### src/rtl/zp_sub_stream_ctrl_pkg.sv
// Shared types and constants for the zero-point subtraction stream controller.
package zp_sub_stream_ctrl_pkg;

    localparam int PIX_W  = 8;
    localparam int LANES  = 8;
    localparam int WORD_W = PIX_W * LANES;

    typedef enum logic [1:0] {
        IDLE,
        RUN,
        DRAIN,
        DONE
    } state_t;

endpackage

### src/rtl/sync_fifo_fwd.sv
// Synchronous FIFO; the head entry is presented from storage flops with a valid flag and occupancy count.
module sync_fifo_fwd #(
    parameter int WIDTH = 65,
    parameter int DEPTH = 4
) (
    input  logic                     clk,
    input  logic                     rst,
    input  logic                     wr_en,
    input  logic [WIDTH-1:0]         wr_data,
    input  logic                     rd_en,
    output logic [WIDTH-1:0]         rd_data,
    output logic                     rd_valid,
    output logic [$clog2(DEPTH):0]   count
);

    localparam int PTR_W = $clog2(DEPTH);
    localparam int CW    = PTR_W + 1;
    localparam logic [CW-1:0] FULL = CW'(DEPTH);

    logic [WIDTH-1:0] mem [DEPTH];
    logic [PTR_W-1:0] wr_ptr_q, wr_ptr_d;
    logic [PTR_W-1:0] rd_ptr_q, rd_ptr_d;
    logic [CW-1:0]    count_q, count_d;
    logic             wr_fire, rd_fire;

    always_comb begin
        // NOTE: every combinational output gets a default before any branch, so no latch is inferred.
        wr_ptr_d = wr_ptr_q;
        rd_ptr_d = rd_ptr_q;
        count_d  = count_q;
        rd_fire  = rd_en && (count_q != '0);
        // A write while full is accepted only when the head leaves in the same cycle.
        wr_fire  = wr_en && ((count_q != FULL) || rd_fire);
        if (wr_fire) wr_ptr_d = wr_ptr_q + PTR_W'(1);
        if (rd_fire) rd_ptr_d = rd_ptr_q + PTR_W'(1);
        case ({wr_fire, rd_fire})
            2'b10:   count_d = count_q + CW'(1);
            2'b01:   count_d = count_q - CW'(1);
            default: count_d = count_q;
        endcase
    end

    // NOTE: sequential state is updated with non-blocking assignments so every flop samples pre-edge values.
    always_ff @(posedge clk or posedge rst) begin
        if (rst) begin
            wr_ptr_q <= '0;
            rd_ptr_q <= '0;
            count_q  <= '0;
        end else begin
            wr_ptr_q <= wr_ptr_d;
            rd_ptr_q <= rd_ptr_d;
            count_q  <= count_d;
        end
    end

    // NOTE: storage is deliberately not reset; cleared pointers and count make stale entries unreachable.
    always_ff @(posedge clk) begin
        if (wr_fire) mem[wr_ptr_q] <= wr_data;
    end

    assign rd_data  = mem[rd_ptr_q];
    assign rd_valid = (count_q != '0);
    assign count    = count_q;

    no_overflow: assert property (@(posedge clk) disable iff (rst)
        !(wr_en && (count_q == FULL) && !rd_fire));

endmodule

### src/rtl/zp_sub_stream_ctrl.sv
// Tile sequencer for the 8-lane zero-point subtraction datapath: credit-metered issue,
// output FIFO for the fixed-latency results, and tile completion signalling.
module zp_sub_stream_ctrl
    import zp_sub_stream_ctrl_pkg::*;
#(
    parameter int DP_LAT     = 1,
    parameter int FIFO_DEPTH = 4,
    parameter int CNT_W      = 16
) (
    input  logic               clk,
    input  logic               rst,
    input  logic               cfg_valid,
    output logic               cfg_ready,
    input  logic [PIX_W-1:0]   cfg_zero_point,
    input  logic [CNT_W-1:0]   cfg_num_words,
    input  logic               s_valid,
    output logic               s_ready,
    input  logic [WORD_W-1:0]  s_data,
    output logic [PIX_W-1:0]   dp_zero_point,
    output logic [WORD_W-1:0]  dp_data_in,
    input  logic [WORD_W-1:0]  dp_data_out,
    output logic               m_valid,
    input  logic               m_ready,
    output logic [WORD_W-1:0]  m_data,
    output logic               m_last,
    output logic               busy,
    output logic               done
);

    localparam int FC_W = $clog2(FIFO_DEPTH) + 1;

    state_t              state_q, state_d;
    logic [CNT_W-1:0]    remaining_q, remaining_d;
    logic [PIX_W-1:0]    zp_q, zp_d;
    logic [WORD_W-1:0]   din_q, din_d;
    // Bit 0 tracks the word held in dp_data_in; bits 1..DP_LAT follow it through the datapath.
    logic [DP_LAT:0]     vld_q, vld_d;
    logic [DP_LAT:0]     lst_q, lst_d;

    logic [FC_W-1:0]     fifo_count;
    logic [WORD_W:0]     fifo_rd;
    logic                fifo_valid;
    logic [31:0]         inflight;
    logic                credit_ok;
    logic                accept;
    logic                pop;

    assign inflight  = $countones(vld_q);
    assign credit_ok = (32'(fifo_count) + inflight) < 32'(FIFO_DEPTH);

    assign m_valid = fifo_valid;
    assign m_data  = fifo_rd[WORD_W-1:0];
    assign m_last  = fifo_valid & fifo_rd[WORD_W];
    assign pop     = m_valid && m_ready;

    always_comb begin
        state_d     = state_q;
        remaining_d = remaining_q;
        zp_d        = zp_q;
        cfg_ready   = 1'b0;
        s_ready     = 1'b0;
        busy        = 1'b0;
        done        = 1'b0;
        accept      = 1'b0;
        case (state_q)
            IDLE: begin
                cfg_ready = 1'b1;
                if (cfg_valid) begin
                    zp_d        = cfg_zero_point;
                    remaining_d = cfg_num_words;
                    state_d     = (cfg_num_words == '0) ? DONE : RUN;
                end
            end
            RUN: begin
                busy    = 1'b1;
                s_ready = (remaining_q != '0) && credit_ok;
                accept  = s_valid && s_ready;
                if (accept) begin
                    remaining_d = remaining_q - CNT_W'(1);
                    if (remaining_q == CNT_W'(1)) state_d = DRAIN;
                end
            end
            DRAIN: begin
                busy = 1'b1;
                if (pop && m_last && (inflight == '0)) state_d = DONE;
            end
            DONE: begin
                done    = 1'b1;
                state_d = IDLE;
            end
            default: state_d = IDLE;
        endcase

        din_d = accept ? s_data : din_q;
        vld_d = {vld_q[DP_LAT-1:0], accept};
        lst_d = {lst_q[DP_LAT-1:0], accept && (remaining_q == CNT_W'(1))};
    end

    always_ff @(posedge clk or posedge rst) begin
        if (rst) begin
            state_q     <= IDLE;
            remaining_q <= '0;
            zp_q        <= '0;
            din_q       <= '0;
            vld_q       <= '0;
            lst_q       <= '0;
        end else begin
            state_q     <= state_d;
            remaining_q <= remaining_d;
            zp_q        <= zp_d;
            din_q       <= din_d;
            vld_q       <= vld_d;
            lst_q       <= lst_d;
        end
    end

    assign dp_zero_point = zp_q;
    assign dp_data_in    = din_q;

    sync_fifo_fwd #(
        .WIDTH (WORD_W + 1),
        .DEPTH (FIFO_DEPTH)
    ) u_out_fifo (
        .clk      (clk),
        .rst      (rst),
        .wr_en    (vld_q[DP_LAT]),
        .wr_data  ({lst_q[DP_LAT], dp_data_out}),
        .rd_en    (m_ready),
        .rd_data  (fifo_rd),
        .rd_valid (fifo_valid),
        .count    (fifo_count)
    );

endmodule

### config.mk
export PLATFORM = sky130hd
export DESIGN_NAME = zp_sub_stream_ctrl
export DESIGN_NICKNAME = d
export VERILOG_FILES = /design/src/rtl/zp_sub_stream_ctrl_pkg.sv /design/src/rtl/sync_fifo_fwd.sv /design/src/rtl/zp_sub_stream_ctrl.sv
export SDC_FILE = /design/constraint.sdc
export NUM_CORES = 1
export LEC_CHECK = 0
export BUFFER_PORTS_ARGS = -buffer_cell sky130_fd_sc_hd__buf_2
export CAP_MARGIN = 20
export CELL_PAD_IN_SITES_DETAIL_PLACEMENT = 1
export CELL_PAD_IN_SITES_GLOBAL_PLACEMENT = 1
export CORE_AREA = 10 10 179 181
export DETAILED_ROUTE_END_ITERATION = 6
export DIE_AREA = 0 0 189 191
export GPL_TIMING_DRIVEN = 1
export PLACE_DENSITY = 0.92
export SLEW_MARGIN = 20
export SYNTH_ARGS = -nofsm -noshare
export SYNTH_HDL_FRONTEND = slang
export SYNTH_SLANG_ARGS = --single-unit
export TNS_END_PERCENT = 5
### constraint.sdc
create_clock -name clk -period 7.21 [get_ports clk]
set_input_delay 0.721 -clock clk [delete_from_list [all_inputs] [get_ports clk]]
set_output_delay 0.721 -clock clk [all_outputs]
set_load 0.02 [all_outputs]
* After elaboration in Yosys (flattened, before gate mapping) *
Memory sizes are Yosys's and may differ from the RTL's.
Index checks and enable logic that the tools add are counted.

cells by class
  reductions and logical operators = 19
  mux-type cells = 17
  add/sub/neg operators = 7
  equality and inequality tests = 11
  bitwise logic cells = 1
  order comparisons = 1

operators with widths
  cell                                                                          number
  32-bit logical NOT                                                            1
  16-bit 2-to-1 mux                                                             2
  16-bit case mux with 2 select lines                                           1
  16-bit by 1-bit equality test with 1-bit output, second input constant        1
  16-bit logical NOT                                                            1
  16-bit nonzero test                                                           1
  16-bit by 1-bit subtractor with 16-bit output, second input constant          1
  2-bit 2-to-1 mux                                                              5
  2-bit != test, second input constant                                          4
  2-bit case mux with 4 select lines                                            1
  1-bit logical AND                                                             7
  1-bit 2-to-1 mux                                                              7
  2-bit equality test, second input constant                                    3
  3-bit case mux with 2 select lines                                            1
  2-bit by 1-bit adder with 2-bit output, second input constant                 2
  3-bit by 2-bit adder with 4-bit output                                        1
  2-bit by 1-bit equality test with 1-bit output, second input constant         2
  4-bit by 3-bit less-than comparator with 1-bit output, second input constant  1
  4-bit AND reduction                                                           1
  2-bit nonzero test                                                            2
  3-bit by 1-bit adder with 3-bit output, second input constant                 1
  3-bit != test, second input constant                                          1
  3-bit AND reduction                                                           1
  3-bit nonzero test                                                            1
  other kinds (7)                                                               7

storage, ports and cells
  memories = 1
  bits of input ports = 157
  bits in writable memories = 260
  flip-flop bits (word level) = 101
  word-level logic and storage cells = 66
  output and inout bits = 142

memories
  memory          depth  bits a word  read ports  clocked after Yosys merged registers in  wr ports  RTL line             source
  u_out_fifo.mem  4      65           1           0                                        1         sync_fifo_fwd.sv:20  logic [WIDTH-1:0] mem [DEPTH];

* Depth between registers and ports, before layout *
Gate-level depths: netlist of the first run.

  depth in word-level cells = 7
  gate-level depth with buffers = 9
  depth with buffers taken out = 9

* Hierarchy *
From an unflattened synthesis of the first run, not the netlist that was laid out.

unflattened totals
  cells, all modules = 735
  area, all modules = 14169.8 um^2

by module, submodules not included
  module              instances  seq. area each (um^2)  area each (um^2)  cells each
  sync_fifo_fwd       1          7982.7                 9880.7            392
  zp_sub_stream_ctrl  1          2352.3                 4289.1            343

* Worst setup path after synthesis of the first run *
OpenSTA, ideal clock, no wires.

  kind = input -> register
  start point = in m_ready
  end point = mem u_out_fifo.mem[0][0], enable pin
  stages on the path = 2
  data arrival time = 2.520 ns
  required time = 6.780 ns
  setup slack = 4.260 ns
  path buffers = 0
  library setup time = 0.430 ns
  path through = o41a_1 -> and2_1

on the way
  cells in the longest elaborated chain, start to end = 5

ends and longest elaborated chain
  element                                 RTL line                  source
  start, declared                         zp_sub_stream_ctrl.sv:23  input logic m_ready,
  1-bit logical AND                       sync_fifo_fwd.sv:31       rd_fire = rd_en && (count_q != '0);
  1-bit logical OR                        sync_fifo_fwd.sv:33       wr_fire = wr_en && ((count_q != FULL) || rd_fire);
  1-bit logical AND                       sync_fifo_fwd.sv:33
  1-bit 2-to-1 mux                        sync_fifo_fwd.sv:58       if (wr_fire) mem[wr_ptr_q] <= wr_data;
  1-bit 2-to-1 mux (not written as such)  sync_fifo_fwd.sv:58
  end, declared                           sync_fifo_fwd.sv:20

Every way passes these cells.

* Worst setup path after layout of the first run *
  start point = reg u_out_fifo.rd_ptr_q[0]
  end point = out m_last

on the way
  cells in the longest elaborated chain, start to end = 2

ends and longest elaborated chain
  element                 RTL line                  source
  start, declared         sync_fifo_fwd.sv:22       logic [PTR_W-1:0] rd_ptr_q, rd_ptr_d;
  start signal, assigned  sync_fifo_fwd.sv:51       rd_ptr_q <= rd_ptr_d;
  memory 4 x 65 bit       --
  1-bit AND               zp_sub_stream_ctrl.sv:53  assign m_last = fifo_valid & fifo_rd[WORD_W];
  end, declared           zp_sub_stream_ctrl.sv:25  output logic m_last,

Every way passes these cells.

==> impl_metrics.json, run 1 <==
{
  "seq_power_share_pct": 39.8,
  "required_ns": 6.49,
  "pwr-share-comb_pct": 34.3,
  "ys_seq_elements": 361,
  "area_growth_syn_to_layout_pct": 22.04,
  "powerDensity_nw_per_um2": 431.9,
  "hold_path_class": "in2async",
  "tritoncts": "done",
  "synth_ff_type": "edfxtp_1",
  "outcome": "completed",
  "max_freq_ghz": 0.2634,
  "ir_drop_v": 0.0002483,
  "synth_edf_count": 260,
  "grt_pass1_wl_um": 54480,
  "cts.path.max_buffers": 3,
  "cts-root-buf": "clkbuf_16",
  "critPathLaunchType": "flop",
  "drc": 0,
  "synthesis.instances": 711,
  "detailed_place_hpwl_um": 23360,
  "swShare_pct": 34.63,
  "place_inst": 1365,
  "wl_um": 35410,
  "post_cts_resized": 0,
  "insertion_delay_ns": 0.51,
  "num-nets-final": 1195,
  "hold_viol_final": 0,
  "synth-async-reset-ratio_pct": 27.98,
  "synth.avg_cell_area_um2": 19.80,
  "stdcell_count": 1435,
  "viasPerCell": 5.480,
  "slew_viol_final": 0,
  "synth-warning-count": 0,
  "setup_viol": 0,
  "place_congestion": 0.8062,
  "vias": 7864,
  "cp_max_fo": 35,
  "p_int_mw": 4.852,
  "drt_iter0_drc": 574,
  "r2r-start": "vld_q[0]$_DFF_PP0_",
  "max_cap_violations": 0,
  "htree_levels": 2,
  "worst_pin_slew_ns": 1.057,
  "whs_ns": 0.2019,
  "die_area_um2": 36100,
  "numCtsBuffers": 39,
  "slew-limit-headroom_pct": 29.54,
  "core-area_um2": 28470,
  "drive_above_1_share_pct": 49.00,
  "synth_cell_types": 48,
  "rows": 62,
  "ios": 299,
  "start_util_pct": 49.46,
  "arrival_ns": 3.08,
  "r2r_setup_slack_ns": 4.19,
  "fin_crit_sh_pct": 52.65,
  "p_leak_nw": 6.594,
  "min_period_ns": 3.796,
  "skew_ns": 0.009597,
  "p_sw_mw": 2.570,
  "reg2reg_depth": 7,
  "clkTransAtPathRegs_ns": 0.06,
  "path_class": "reg2out",
  "worstSetupEndpointType": "primary output",
  "io_buffers": 298,
  "die_h_um": 191,
  "die_x_um": 189,
  "dr.pass1.iters": 5,
  "final.setup.tns_ns": 0,
  "post_drt_wl_per_cell_um": 24.67,
  "cts_hold_buffers": 0,
  "grt-ovfl-total": 0,
  "clkPwrFrac_pct": 25.9,
  "grt_pass1_vias": 9037,
  "grt_use_total_pct": 19.34,
  "rsz0062_at_grt": "no",
  "fill_cells": 2597,
  "grt_max_degree": 73,
  "timing.rr.end": "remaining_q[15]$_DFFE_PP0P_",
  "antenna_found_initial": 1,
  "cts_setup_buffers": 0,
  "synthesis.area_um2": 14080,
  "yosysSeqAreaShare_pct": 73.40,
  "postRouteAntennaNets": 0,
  "cts.sinks": 361,
  "synth_nets": 884
}
[logic make-up after synthesis]
logic type      synth area share, %
flops                         73.40
mux                           17.17
simple gates                  3.163
fa+ha+maj                     1.475
compound gates                2.755
xor+xnor                     0.3732
buf+inv                       1.670
[cells in the final DEF (no fill, tap or decap), drive strengths merged, types with 4 or more instances in the layout]
cell    instances
xnor2           4
o22ai           5
nand2          19
nor4            9
buf           303
a31oi           8
nor2            8
nand3           6
bufinv          4
mux2           72
clkinv         18
dfrtp         101
nor3            4
edfxtp        260
o21ai           9
and2            8
ha             15
inv            18
nand2b          8
clkbuf         44
a21oi          24
mux4           65
[critical path, cell delays in order, from the launching register on]
cell,delay (ns)
dfrtp_4,0.84
buf_4,0.69
mux4_2,0.65
and2_1,0.20
buf_2,0.16
[worst max-delay path by stage]
stage	cells after the start	end	startpoint	slack, ns
2_1_floorplan	1	dp_data_in[0]$_DFFE_PP0P_	rst	3.84
3_3_place_gp	4	m_last	u_out_fifo.rd_ptr_q[0]$_DFFE_PP0P_	3.85
3_5_place_dp	4	m_last	u_out_fifo.rd_ptr_q[0]$_DFFE_PP0P_	3.87
4_1_cts	4	m_last	u_out_fifo.rd_ptr_q[0]$_DFFE_PP0P_	3.27
5_1_grt	4	m_last	u_out_fifo.rd_ptr_q[0]$_DFFE_PP0P_	3.18
6_report	4	m_last	u_out_fifo.rd_ptr_q[0]$_DFFE_PP0P_	3.41
[per-layer routing]
metal / up-vias / GRT usage, % / wire, um
li1: 3452 / - / -
met1: 4042 / 23.90 / 13930
met2: 332 / 33.60 / 18290
met3: 36 / 5.284 / 2779
met4: 2 / 3.938 / 395
met5: - / 0 / 13
[area by class of cell]
| cell class | instances | area, um^2 | area share (%) |
|---|---|---|---|
| antenna | 2 | 5.005 | 0.02912 |
| clock buffer | 44 | 994.7 | 5.789 |
| clock inverter | 24 | 241.5 | 1.405 |
| inverter | 18 | 70.07 | 0.4077 |
| multi-input combinational | 299 | 3523 | 20.50 |
| sequential | 361 | 10340 | 60.17 |
| tap | 384 | 480.5 | 2.796 |
| timing repair buffer | 303 | 1529 | 8.898 |
[synthesized netlist by cell type (4+ instances only)]
master | count | area (um^2)
edfxtp_1 | 260 | 7807
dfrtp_1 | 101 | 2527
mux4_2 | 65 | 1464
mux2_2 | 42 | 473.0
mux2_4 | 30 | 450.4
a21oi_1 | 24 | 120.1
nand2_1 | 19 | 71.32
inv_1 | 18 | 67.56
ha_1 | 15 | 187.7
clkbuf_1 | 14 | 52.55
buf_2 | 10 | 50.05
o21ai_0 | 9 | 45.04
a31oi_1 | 8 | 50.05
and2_1 | 8 | 50.05
nand2b_1 | 8 | 50.05
nor2_1 | 8 | 30.03
nor4_1 | 7 | 43.79
nand3_1 | 6 | 30.03
o22ai_1 | 5 | 31.28
buf_1 | 4 | 15.01
buf_6 | 4 | 45.04
nor3_1 | 4 | 20.02
xnor2_1 | 4 | 35.03
[state kept, by name, summed over array words and instances, names as in the netlist]
register	flops
u_out_fifo.mem	260
state_q	2
u_out_fifo.wr_ptr_q	2
dp_zero_point	8
remaining_q	16
u_out_fifo.rd_ptr_q	2
lst_q	2
u_out_fifo.count	3
vld_q	2
dp_data_in	64
[power groups by stage]
stage               registers, mW  clock network, mW  logic [mW]
floorplan                    3.10                  0        1.59
global placement             2.95                  0        2.49
detailed placement           2.99                  0        2.57
CTS                          2.96               1.97        2.60
global route                 3.01               2.06        2.74
finish                       2.95               1.92        2.55
[metrics by stage]
stage | utilization [%] | setup WS (ns) | power, mW | area [um^2]
2_1_floorplan | - | 3.842 | 4.684 | 14080
6_report | 60.36 | 3.414 | 7.423 | 17180
3_3_place_gp | 56.00 | 3.853 | 5.444 | 15940
3_5_place_dp | 56.00 | 3.865 | 5.565 | 15940
5_1_grt | 60.34 | 3.177 | 7.816 | 17180
4_1_cts | 60.34 | 3.269 | 7.528 | 17180
Note: power is estimated with default switching activity, not from simulation.
==> inputs of run 2 (changes only) <==
--- a/config.mk
+++ b/config.mk
@@ -9,11 +9,11 @@
 export CAP_MARGIN = 20
 export CELL_PAD_IN_SITES_DETAIL_PLACEMENT = 1
 export CELL_PAD_IN_SITES_GLOBAL_PLACEMENT = 1
-export CORE_AREA = 10 10 179 181
+export CORE_AREA = 10 10 186 188
 export DETAILED_ROUTE_END_ITERATION = 6
-export DIE_AREA = 0 0 189 191
+export DIE_AREA = 0 0 196 198
 export GPL_TIMING_DRIVEN = 1
-export PLACE_DENSITY = 0.92
+export PLACE_DENSITY = 0.86
 export SLEW_MARGIN = 20
 export SYNTH_ARGS = -nofsm -noshare
 export SYNTH_HDL_FRONTEND = slang
==> constraint.sdc (replaced) <==
create_clock -name clk -period 3.7 [get_ports clk]
set_input_delay 0.37 -clock clk [delete_from_list [all_inputs] [get_ports clk]]
set_output_delay 0.37 -clock clk [all_outputs]
set_load 0.02 [all_outputs]
==> run 2 against run 1 <==
  * Power is 95% higher
  * Clock skew is 0.0068 ns higher
  * Cell count is 1.9% higher
  * Utilization is 4.6 points lower
==> impl_metrics.json, run 2 (same netlist as run 1, synthesis figures left out) <==
{
  "outcome": "completed",
  "p_leak_nw": 6.654,
  "cp-endpoint": "m_data[40]",
  "r2r-start": "vld_q[0]$_DFF_PP0_",
  "cp.depth": 3,
  "skew_ns": 0.01636,
  "ff_latch_area_um2": 10340,
  "slew-limit-headroom_pct": 30.65,
  "cpLargestDelayFamily": "flip-flops",
  "antenna_found_initial": 3,
  "arrival_ns": 2.61,
  "die_x_um": 196,
  "start_util_pct": 45.32,
  "cts.path.max_buffers": 3,
  "min_period_ns": 2.980,
  "multi_input_area_um2": 3523,
  "final_core_util_pct": 55.74,
  "postRouteAntennaNets": 0,
  "max_cap_violations": 0,
  "grt_pass1_wl_um": 51890,
  "grt_pass1_vias": 8857,
  "num-nets-final": 1203,
  "fin_crit_sh_pct": 80.55,
  "area_growth_syn_to_layout_pct": 22.99,
  "drt_iter0_drc": 417,
  "grt_use_total_pct": 16.88,
  "post_cts_resized": 0,
  "mostFrequentLayoutCell": "buf_2",
  "r2r_setup_slack_ns": 1.08,
  "crit_buf_inv": 2,
  "final.setup.tns_ns": 0,
  "core-area_um2": 31070,
  "insertion_delay_ns": 0.51,
  "regMostFlops": "u_out_fifo.mem",
  "ios": 299,
  "detailed_place_hpwl_um": 23090,
  "io_buffers": 298,
  "die_h_um": 198,
  "drc": 0,
  "path_class": "reg2out",
  "startpoint": "u_out_fifo.rd_ptr_q[0]$_DFFE_PP0P_",
  "vias": 7756,
  "cts_setup_buffers": 0,
  "grt-ovfl-total": 0,
  "critical_path.max_stage_delay_ns": 0.97,
  "worst_pin_slew_ns": 1.040,
  "holdPathStages": 1,
  "tritoncts": "done",
  "rows": 65,
  "cp_max_fo": 42,
  "hold_viol_final": 0,
  "whs_ns": 0.07117,
  "drive_above_1_share_pct": 49.05,
  "die_area_um2": 38810,
  "setup_viol": 0,
  "viasPerCell": 5.305,
  "rsz0062_at_grt": "no",
  "fill_cells": 2911,
  "max_freq_ghz": 0.3355,
  "critPathLaunchType": "flop",
  "stdcell_area_um2": 17320,
  "cts_hold_buffers": 1,
  "mostFrequentLayoutCells": "buf_2, edfxtp_1, dfrtp_1",
  "htree_levels": 2,
  "cts.sinks": 361,
  "critical_path.slowest_cell": "dfrtp_4",
  "worstSetupEndpointType": "primary output",
  "slew_viol_final": 0,
  "reg2reg_depth": 7,
  "dr.pass1.iters": 5,
  "powerDensity_nw_per_um2": 834.6,
  "clkTransAtPathRegs_ns": 0.06,
  "crit_path_cell_trace": "buf_4, mux4_2, buf_2",
  "largest_reg_flops": 260,
  "hold_path_class": "in2reg",
  "dpl_cell_area_um2": 16030,
  "grt_max_degree": 66,
  "post_drt_wl_per_cell_um": 22.90,
  "required_ns": 3.33,
  "numCtsBuffers": 39,
  "timing.rr.end": "dp_data_in[61]$_DFFE_PP0P_",
  "cts-root-buf": "clkbuf_16",
  "ir_drop_v": 0.0005891,
  "wl_um": 33480,
  "place_congestion": 0.7652
}
[run 2: changes by cell type in the layout (fill, tap and decap cells not counted), moves of 2 or more]
cell        delta
buf_4          +6
clkbuf_1       +3
clkbuf_16      +2
clkbuf_8       +2
clkinv_2       -5
clkinvlp_4     -2
[run 2: worst min-delay path by stage]
| stage | slack (ns) | start | endpoint |
|---|---|---|---|
| final | 0.07 | dp_data_out[2] | u_out_fifo.mem[3][2]$_DFFE_PP_ |
| after floorplan | 0.33 | lst_q[0]$_DFF_PP0_ | lst_q[1]$_DFF_PP0_ |
| after global routing | 0.06 | dp_data_out[2] | u_out_fifo.mem[1][2]$_DFFE_PP_ |
| after detailed placement | 0.35 | lst_q[0]$_DFF_PP0_ | lst_q[1]$_DFF_PP0_ |
| after global placement | 0.34 | lst_q[0]$_DFF_PP0_ | lst_q[1]$_DFF_PP0_ |
| after CTS | 0.05 | dp_data_out[2] | u_out_fifo.mem[1][2]$_DFFE_PP_ |
[run 2: cell type report]
cell class              instances  share of cell area, %
multi-input cells             299                  20.35
repair buffers                311                  9.262
diodes                          2                0.02890
inverters                      18                 0.4046
flip-flops and latches        361                  59.72
clock inverters                18                  1.077
well taps                     402                  2.904
clock buffers                  51                  6.257
[run 2: through the flow]
stage	power [mW]	instances	worst slack, ns
after floorplan	9.127	711	0.6829
after global routing	15.28	1461	0.4876
after CTS	14.70	1460	0.5965
after detailed placement	10.85	1390	1.046
final	14.45	1462	0.7198
after global placement	10.66	1390	1.129
[run 2: power breakdown]
group	switching, mW	internal (mW)
sequential	0.674	5.11
clock	1.50	2.28
combinational	2.74	2.15
total	4.91	9.55
[run 2: worst register-to-register path, stage by stage, from the launching register on]
cell and delay, ns:
dfrtp_1 0.39, ha_1 0.21, ha_1 0.26, a311oi_1 0.37
and3_1 0.23, and2_4 0.33, buf_4 0.34, mux2_2 0.38
[run 2: routing by layer]
metal / wire length [um] / vias up / GRT usage [%]
met1: 13580 / 3960 / 21.36
met5: 26 / - / 0
li1: - / 3462 / -
met2: 16650 / 291 / 28.31
met3: 2766 / 39 / 5.023
met4: 459 / 4 / 3.394
